[config.mk]
export PLATFORM = sky130hd
export DESIGN_NAME = btn_gesture_decoder
export DESIGN_NICKNAME = d
export VERILOG_FILES = /design/src/rtl/btn_gesture_decoder.sv
export SDC_FILE = /design/constraint.sdc
export NUM_CORES = 1
export LEC_CHECK = 0
export CAP_MARGIN = 20
export CORE_UTILIZATION = 47
export DETAILED_ROUTE_END_ITERATION = 6
export GPL_TIMING_DRIVEN = 0
export SYNTH_ARGS = -nofsm -noshare
export SYNTH_HDL_FRONTEND = slang
export SYNTH_SLANG_ARGS = --single-unit
[constraint.sdc]
create_clock -name clk -period 16.71 [get_ports clk]
set_input_delay 2.5065 -clock clk [delete_from_list [all_inputs] [get_ports clk]]
set_output_delay 2.5065 -clock clk [all_outputs]
set_load 0.1 [all_outputs]
[src/rtl/btn_gesture_decoder.sv]
// Multi-channel push-button front end: each channel synchronises, debounces and
// classifies gestures into one-cycle short-click, double-click and long-press pulses.
module btn_gesture_decoder #(
  parameter int N_CH       = 4,
  parameter int DEB_CYC    = 250000,
  parameter int LONG_CYC   = 50000000,
  parameter int DCLICK_CYC = 15000000,
  parameter bit ACTIVE_LOW = 1'b1
) (
  input  logic            clk,
  input  logic            rst,
  input  logic [N_CH-1:0] btn_raw,
  output logic [N_CH-1:0] level,
  output logic [N_CH-1:0] short_p,
  output logic [N_CH-1:0] double_p,
  output logic [N_CH-1:0] long_p
);

  localparam int DC_W  = $clog2(DEB_CYC + 1);
  localparam int T_MAX = (LONG_CYC > DCLICK_CYC) ? LONG_CYC : DCLICK_CYC;
  localparam int T_W   = $clog2(T_MAX + 1);

  localparam logic [DC_W-1:0] DC_LAST     = DC_W'(DEB_CYC - 1);
  localparam logic [T_W-1:0]  LONG_LAST   = T_W'(LONG_CYC - 1);
  localparam logic [T_W-1:0]  DCLICK_LAST = T_W'(DCLICK_CYC - 1);
  localparam logic            RAW_IDLE    = ACTIVE_LOW;

  typedef enum logic [1:0] {
    IDLE   = 2'd0,
    PRESS1 = 2'd1,
    WAIT2  = 2'd2,
    HELD   = 2'd3
  } state_t;

  for (genvar i = 0; i < N_CH; i++) begin : g_ch
    logic            sync_p0;
    logic            sync_p1;
    logic            s_p1;
    logic [DC_W-1:0] dc_p2;
    logic            lvl_p2;
    logic            lvl_p3;
    logic            pe_p3;
    logic            re_p3;
    state_t          state_p4;
    logic [T_W-1:0]  t_p4;
    logic            short_p4;
    logic            double_p4;
    logic            long_p4;

    // Stage 0/1: two-flop synchroniser, reset to the released raw level
    always_ff @(posedge clk or posedge rst) begin
      if (rst) begin
        sync_p0 <= RAW_IDLE;
        sync_p1 <= RAW_IDLE;
      end else begin
        sync_p0 <= btn_raw[i];
        sync_p1 <= sync_p0;
      end
    end

    assign s_p1 = sync_p1 ^ RAW_IDLE;

    // Stage 2: debouncer, any disagreement shorter than DEB_CYC restarts the count
    always_ff @(posedge clk or posedge rst) begin
      if (rst) begin
        dc_p2  <= '0;
        lvl_p2 <= 1'b0;
      end else if (s_p1 != lvl_p2) begin
        if (dc_p2 == DC_LAST) begin
          lvl_p2 <= ~lvl_p2;
          dc_p2  <= '0;
        end else begin
          dc_p2 <= dc_p2 + 1'b1;
        end
      end else begin
        dc_p2 <= '0;
      end
    end

    // Stage 3: edge detect against a registered copy of the debounced level
    always_ff @(posedge clk or posedge rst) begin
      if (rst) begin
        lvl_p3 <= 1'b0;
      end else begin
        lvl_p3 <= lvl_p2;
      end
    end

    assign pe_p3 = lvl_p2 & ~lvl_p3;
    assign re_p3 = ~lvl_p2 & lvl_p3;

    // Stage 4: gesture FSM; the edge cycle itself is t = 0, so the first state cycle holds t = 1
    always_ff @(posedge clk or posedge rst) begin
      if (rst) begin
        state_p4  <= IDLE;
        t_p4      <= '0;
        short_p4  <= 1'b0;
        double_p4 <= 1'b0;
        long_p4   <= 1'b0;
      end else begin
        short_p4  <= 1'b0;
        double_p4 <= 1'b0;
        long_p4   <= 1'b0;
        case (state_p4)
          IDLE: begin
            t_p4 <= '0;
            if (pe_p3) begin
              state_p4 <= PRESS1;
              t_p4     <= T_W'(1);
            end
          end
          PRESS1: begin
            t_p4 <= t_p4 + 1'b1;
            if (lvl_p2 && (t_p4 == LONG_LAST)) begin
              long_p4  <= 1'b1;
              state_p4 <= HELD;
              t_p4     <= '0;
            end else if (re_p3) begin
              state_p4 <= WAIT2;
              t_p4     <= T_W'(1);
            end
          end
          WAIT2: begin
            t_p4 <= t_p4 + 1'b1;
            if (pe_p3) begin
              double_p4 <= 1'b1;
              state_p4  <= HELD;
              t_p4      <= '0;
            end else if (t_p4 == DCLICK_LAST) begin
              short_p4 <= 1'b1;
              state_p4 <= IDLE;
              t_p4     <= '0;
            end
          end
          HELD: begin
            t_p4 <= '0;
            if (re_p3) begin
              state_p4 <= IDLE;
            end
          end
          default: begin
            state_p4 <= IDLE;
            t_p4     <= '0;
          end
        endcase
      end
    end

    assign level[i]    = lvl_p2;
    assign short_p[i]  = short_p4;
    assign double_p[i] = double_p4;
    assign long_p[i]   = long_p4;
  end

endmodule

* After elaboration in Yosys (flattened, before gate mapping) *
Index checks and enable logic that the tools add are counted.

word-level totals
  flip-flop bits (word level) = 212
  input bits = 6
  output and inout port bits = 16

cells by class
  add/sub/neg operators = 8
  equality and inequality tests = 44
  muxes and demuxes = 88
  bitwise gates (word level) = 20
  reductions and logical operators = 16

operators with widths
  cell                                                   number
  2-to-1 mux 26 bit                                      16
  one-hot mux 26 bit (4 select lines)                    4
  2-to-1 mux 18 bit                                      8
  adder 26 x 1 -> 26 bit, second input constant          4
  equality test 26 x 24 -> 1 bit, second input constant  4
  equality test 26 bit, second input constant            4
  adder 18 x 1 -> 18 bit, second input constant          4
  equality test 18 bit, second input constant            4
  2-to-1 mux 2 bit                                       24
  2-to-1 mux 1 bit                                       32
  one-hot mux 2 bit (4 select lines)                     4
  != test 3 bit, second input constant                   8
  equality test 2 bit, second input constant             8
  != test 2 bit, second input constant                   8
  AND reduction 4 bit                                    4
  NOT 1 bit                                              12
  bitwise AND 1 bit                                      8
  equality test 2 x 1 -> 1 bit, second input constant    4
  zero test 2 bit                                        4
  AND reduction 2 bit                                    4
  logical AND 1 bit                                      4
  != test 1 bit                                          4

* Logic depth before layout (Yosys ltp) *
  depth in word-level cells = 5
  gate-level depth with buffers = 7
  gate-level depth less buffers = 6

* Worst setup path before layout *
No wires, ideal clock.

  path type = register to output
  from = reg g_ch[1].lvl_p2
  to = out level[1]
  arrival time = 0.761 ns
  path slack = 13.442 ns
  cell stages (with the launch flop) = 2
  path buffers = 1
  path through = dfrtp_1 buf_4

RTL lines
  what                    line  source
  from (decl)             40    logic lvl_p2;
  from (signal assigned)  70    lvl_p2 <= ~lvl_p2;
  to (decl)               13    output logic [N_CH-1:0] level,

No word-level cell between the ends.

* Final worst setup path *
  from = reg g_ch[1].lvl_p2
  to = out level[1]

No word-level cell between the ends.

==> impl_metrics.env <==
export IMPL_rows=54
export IMPL_yosysSeqAreaShare_pct=51.0
export IMPL_p_switching_mw=0.225
export IMPL_worstSetupPathType="flip-flop to primary output"
export IMPL_synth_net_count=1081
export IMPL_swShare_pct=21.3
export IMPL_drt_initial_drc_count=338
export IMPL_wl_um=19800
export IMPL_core_um2=21800
export IMPL_postCtsResizedCells=0
export IMPL_final_cell_mix="204 x dfrtp_1, 203 x nor2_1, 83 x nand3_1"
export IMPL_power_frac_clock_pct=48.9
export IMPL_crit_required_ns=14.20
export IMPL_wl_per_cell_um=14.0
export IMPL_antenna_diode_count=0
export IMPL_finalSetupViolations=0
export IMPL_grt_pass1_wl_um=34100
export IMPL_finalHoldViolations=0
export IMPL_yosysWarningCount=0
export IMPL_vdd_ir_drop_worst_v=0.0000586
export IMPL_grt_usage_pct=18.2
export IMPL_die_area_um2=22800
export IMPL_regMostFlops="g_ch.t_p4"
export IMPL_synth_top_family_by_area="simple AND/OR/NAND/NOR gates"
export IMPL_status="complete, no violations"
export IMPL_cts_inserted_buffers=24
export IMPL_muxShareOfSynthArea_pct=0.216
export IMPL_post_cts_buffers=0
export IMPL_layout_drive_gt1_share_pct=8.75
export IMPL_drc=0
export IMPL_max_freq_mhz=206
export IMPL_place_congestion=0.776
export IMPL_internal_power_mw=0.832
export IMPL_multi_input_area_um2=4740
export IMPL_dr_total_vias=7419
export IMPL_relSlewSlack_pct=33.3
export IMPL_die_w_um=151
export IMPL_clk_pin_slew_ns=0.06
export IMPL_crit_path_end_kind="primary output"
export IMPL_setup_worst_path_start_class="flip-flop"
export IMPL_antenna_found_initial=0
export IMPL_synth_compound_area_share_pct=3.11
export IMPL_fin_nets=1130
export IMPL_final_period_utilization_pct=29.1
export IMPL_rsz0062_at_grt="no"
export IMPL_cp_arrival_ns=2.35
export IMPL_syn_area_um2=10400
export IMPL_finalCriticalPeriod_ns=4.86
export IMPL_area_sequential_um2=5320
export IMPL_ys_types=57
export IMPL_synth_seq_cells=212
export IMPL_final_common_cell="dfrtp_1"
export IMPL_p_comb_share_pct=1.9
export IMPL_dp_hpwl_um=13000
export IMPL_reg_top3="g_ch.t_p4 (104), g_ch.dc_p2 (72), g_ch.state_p4 (8)"
export IMPL_tightest_slew_ns=0.997
export IMPL_finalClockSkew_ns=0.0129
export IMPL_cp_max_fo=9
export IMPL_largest_reg_flops=104
export IMPL_cts_buffer_depth=3
export IMPL_p_per_area_nw_per_um2=89.6
export IMPL_first_pass_iters=5
export IMPL_synth_edf_count=0
export IMPL_cts_num_sinks=212
export IMPL_ys_flop_type="dfrtp_1"
export IMPL_fin_tns_setup_ns=0
export IMPL_grt_max_degree=125
export IMPL_synth_fa_ha_area_share_pct=1.25
export IMPL_synth_xor_area_share_pct=13.2
export IMPL_via_per_inst=5.25
export IMPL_cts_tree="built"
export IMPL_syn_avg_cell_area_um2=9.76
export IMPL_ant_nets=0
export IMPL_htree_num_levels=1
export IMPL_p_seq_share_pct=49.2
export IMPL_maxCapViolCount=0
export IMPL_p_leak_nw=4.67
export IMPL_syn_to_final_growth_pct=13.2
export IMPL_synth_simple_area_share_pct=27.8
export IMPL_grt_pass1_vias=7093
export IMPL_min_path_type="flip-flop to flip-flop"
export IMPL_initial_core_util_pct=47.9
export IMPL_dp_slack_ns=12.39
export IMPL_ios=22
export IMPL_cts_root_buf="clkbuf_16"
export IMPL_io_buffers=21
export IMPL_die_h_um=151
export IMPL_worstSkewPairLatency_ns=0.52
export IMPL_fillerInstances=1965
export IMPL_overflow=0
export IMPL_cts_hold_buf=0
export IMPL_fin_ws_ns=11.85
export IMPL_maxSlewViolCount=0
export IMPL_async_flop_share_pct=100
export IMPL_netlist_instances=1067
==> area by class of cell <==
type	count	area share [%]
repair buffers	23	2.08
flip-flops and latches	212	45.1
multi-input cells	783	40.2
clock buffers	35	6.05
plain buffers	42	2.09
clock inverters	7	0.530
well taps	280	2.97
inverters	30	1.02
==> kinds of logic (layout without fill, tap and decap cells) <==
kind of cell	after synthesis	after routing
AOI/OAI and AO/OA	48	48
xor gates and xnor gates	157	157
muxes	1	1
adders and majority gates	11	11
buffers and inverters	72	137
DFF	212	212
and+or+nand+nor	566	566
==> cells in the mapped netlist, types with 3 or more instances <==
master	n	area (µm²)
dfrtp_1	204	5100
nor2_1	203	762
nand3_1	83	415
xor2_1	79	692
xnor2_1	78	683
nand2_1	60	225
nand4_1	41	257
nor3_1	35	175
inv_1	30	113
and3_1	21	131
nor4_1	19	119
buf_4	18	135
clkbuf_1	16	60.1
o21ai_0	12	60.1
a21oi_1	11	55.1
and4_1	10	87.6
nand2b_1	10	62.6
nor2_2	10	62.6
nor3b_1	10	75.1
or3_1	10	62.6
nor4b_1	9	78.8
dfstp_2	8	210
ha_1	8	100
and2_1	7	43.8
nor2b_1	7	43.8
or4_1	7	52.6
a211oi_1	5	37.5
buf_2	5	25.0
a311oi_1	4	35.0
nand3b_1	4	30.0
or2_2	4	25.0
a31oi_1	3	18.8
maj3_1	3	30.0
nand4b_1	3	26.3
o31ai_1	3	22.5
==> final timing paths <==
| path | startpoint | end | slack [ns] | depth (start not counted) |
|---|---|---|---|---|
| max | g_ch[1].lvl_p2 | level[1] | 11.85 | 2 |
| max in group asynchronous | rst | g_ch[3].t_p4[5] | 13.20 | 3 |
| min reg2reg | g_ch[1].sync_p0 | g_ch[1].sync_p1 | 0.36 | 0 |
| min in group asynchronous | rst | g_ch[1].t_p4[12] | 2.50 | 2 |
| max reg2reg | g_ch[2].t_p4[9] | g_ch[2].t_p4[24] | 14.07 | 6 |
| min | g_ch[1].sync_p0 | g_ch[1].sync_p1 | 0.36 | 0 |
==> critical path, cell delays in order (launching register included) <==
cell and delay [ns]:
dfrtp_1 0.54, buf_4 0.17, clkdlybuf4s50_1 1.12
==> power groups by stage <==
stage	Clock, mW	Sequential, mW	Combinational (mW)
CTS	0.532	0.520	0.0213
global placement	0	0.530	0.0201
finish	0.516	0.520	0.0200
floorplan	0	0.529	0.0141
global route	0.552	0.521	0.0239
detailed placement	0	0.529	0.0213
==> stage by stage <==
step | instance area, µm² | power (mW) | utilization [%] | hold slack (ns) | instances
floorplan | 10400 | 0.543 | - | 0.345 | 1067
global placement | 11000 | 0.550 | 50.5 | 0.347 | 1368
detailed placement | 11000 | 0.551 | 50.6 | 0.347 | 1369
CTS | 11800 | 1.07 | 54.2 | 0.356 | 1411
global route | 11800 | 1.10 | 54.2 | 0.357 | 1412
finish | 11800 | 1.06 | 54.2 | 0.355 | 1412
==> layer usage <==
metal	GRT usage, %	vias up	wire length (µm)
li1	-	3737	-
met1	26.4	3576	10100
met2	28.2	78	8690
met3	2.74	28	546
met4	5.00	0	379
met5	0	-	0
No activity file was read; power rests on OpenSTA's default activity.
==> RTL change: new RTL, config.mk and constraints unchanged <==
The 4 states of `state_t` get a one-hot encoding in 4 bits.
--- a/src/rtl/btn_gesture_decoder.sv
+++ b/src/rtl/btn_gesture_decoder.sv
@@ -26,9 +26,9 @@
   localparam logic            RAW_IDLE    = ACTIVE_LOW;
 
-  typedef enum logic [1:0] {
-    IDLE   = 2'd0,
-    PRESS1 = 2'd1,
-    WAIT2  = 2'd2,
-    HELD   = 2'd3
+  typedef enum logic [3:0] {
+    IDLE   = 4'b0001,
+    PRESS1 = 4'b0010,
+    WAIT2  = 4'b0100,
+    HELD   = 4'b1000
   } state_t;
 
Behaviour: no difference found for any inputs over 10 cycles, from zero or initial values and one cycle with rst high; not proved beyond that.
==> RTL change against the unedited design <==
Synthesized area increased by 4.6%; sequential share of layout area down 0.42 points; worst hold slack about the same; setup slack gained 0.21 ns; core utilization grew 0.23 points; routed wire length rose by 2.9%; total power grew 6.1%; largest cell class unchanged; first-iteration DRC count is 0.59% lower; clock skew fell by 0.0049 ns; cell area rose by 4.8%; critical path depth unchanged; clock power up 8.7%; sequential cell count rose by 8.
==> RTL change: results (changes against the unedited design) <==
clock skew = 0.00807 ns (was 0.0129 ns)
GP Congestion = 0.820 (was 0.776)
hold path startpoint = g_ch[0].sync_p0 (was g_ch[1].sync_p0)
M1 GR Usage = 0.257 (was 0.264)
Post-synth top cells = nor2_1, dfrtp_1, xor2_1, xnor2_1 (was dfrtp_1, nor2_1, nand3_1, xor2_1, xnor2_1)
share of cells above drive strength 1 = 0.0873 (was 0.0875)
vias in the first global route = 7,426 (was 7,093)
Regs by FF count = g_ch.t_p4 (104), g_ch.dc_p2 (72), g_ch.state_p4 (16) (was g_ch.t_p4 (104), g_ch.dc_p2 (72), g_ch.state_p4 (8))
outcome = finished, final reports clean (unchanged)
Final #Nets = 1,177 (was 1,130)
largest cells by area after synthesis = dfrtp_1, nor2_1, xor2_1, xnor2_1, nand3_1 (unchanged)
Min-Delay Path Class = reg -> reg (unchanged)
dominant synthesized flop cell = dfrtp_1 (unchanged)
Net Count, Synth = 1,127 (was 1,081)
Avg WL per Cell = 13.9 um (was 14.0 um)
internal power = 0.893 mW (was 0.832 mW)
critical path peak fanout = 3 (was 9)
Unique masters post-synth = 61 (was 57)
DRT iter0 DRCs = 336 (was 338)
reg2reg start = g_ch[3].t_p4[0] (was g_ch[2].t_p4[9])
htree depth = 1 (unchanged)
ys async rst share = 1.00 (unchanged)
met3 Use GR = 0.0261 (was 0.0274)
initial antenna violation count = 0 (unchanged)
CP arrival = 2.14 ns (was 2.35 ns)
first-pass GRT wire length = 35,800 um (was 34,100 um)
Worst Setup SP = g_ch[0].lvl_p2 (was g_ch[1].lvl_p2)
post-detail-place hpwl = 13,600 um (was 13,000 um)
GR met2 Demand/Resource = 0.286 (was 0.282)
peak supply drop = 0.0760 mV (was 0.0586 mV)
sequential-to-total area share from yosys stat = 0.506 (was 0.510)
YS warnings = 0 (unchanged)
P_leak = 5.04 nW (was 4.67 nW)
n_diodes = 0 (unchanged)
Clock transition at path regs = 0.05 ns
TritonCTS buffer count = 25 (was 24)
Die Span X = 154 um (was 151 um)
worst skew pair latency = 0.51 ns
GRT Util Overall = 0.179 (was 0.182)
Vias/cell = 5.28 (was 5.25)
fill count = 2,029 (was 1,965)
post-CTS setup buffer count = 0 (unchanged)
largest net degree at the start of global routing = 126 (was 125)
# resized after CTS = 0 (unchanged)
clk root buf = clkbuf_16 (unchanged)
Port Buffers = 21 (unchanged)
Slew headroom = 0.344 (was 0.333)
==> RTL change: changes by cell type after synthesis, sizes merged, moves of 8 or more <==
cell,change
or3,-8
o21ai,+10
nor2,+19
inv,-11
nor3,-8
nand3,-17
nor3b,-8
and2,+8
and4,+13
==> RTL change: power by group through the flow <==
stage	sequential, mW	clock [mW]	combinational (mW)
6_report	0.540	0.561	0.0202
5_1_grt	0.540	0.599	0.0243
4_1_cts	0.540	0.581	0.0216
3_5_place_dp	0.549	0	0.0214
3_3_place_gp	0.550	0	0.0202
2_1_floorplan	0.549	0	0.0143
==> RTL change: final cells by class <==
cell class	count	share of cell area
sequential	220	0.446
buffer	41	0.0212
clock buffer	38	0.0602
multi-input combinational	832	0.408
tap	285	0.0288
inverter	19	0.00637
clock inverter	7	0.00911
timing repair buffer	23	0.0196
==> RTL change: through the flow <==
step                      utilization  cells  setup slack [ns]  power, mW  area [um2]
after global placement          0.505   1418              5.22      0.570       11500
after CTS                       0.544   1464             12.01       1.14       12400
after floorplan                     -   1112              8.20      0.563       10900
after global routing            0.545   1465             11.98       1.16       12400
after detailed placement        0.507   1419             12.52      0.571       11500
final                           0.545   1465             12.06       1.12       12400
==> RTL change: path summary, 6_finish.rpt <==
check	end	slack [ns]	cells past startpoint
setup / recovery	level[0]	12.06	2
hold / removal	g_ch[0].sync_p1	0.36	0
setup reg to reg	g_ch[3].t_p4[3]	14.18	8
hold reg to reg	g_ch[0].sync_p1	0.36	0
max in group asynchronous	g_ch[2].t_p4[12]	13.18	3
min in group asynchronous	g_ch[3].t_p4[11]	2.58	2
==> RTL change: metal layers <==
layer,vias up,routed length [um]
met5,-,0
met4,0,465
met3,32,608
met2,85,9170
met1,3705,10100
li1,3919,-
==> RTL change: cells by family (layout without fill, tap and decap cells) <==
logic type	after synthesis	count (layout)	synth area share
adders and majority gates	9	9	0.0103
AOI/OAI and AO/OA	68	68	0.0430
and+or+nand+nor	593	593	0.279
DFF	220	220	0.506
buffers and inverters	60	128	0.0306
xor gates and xnor gates	162	162	0.130
==> RTL change: worst max-delay path: stages, from the launching register on <==
cell,delay [ns]
dfrtp_1,0.39
buf_4,0.12
clkdlybuf4s50_1,1.11
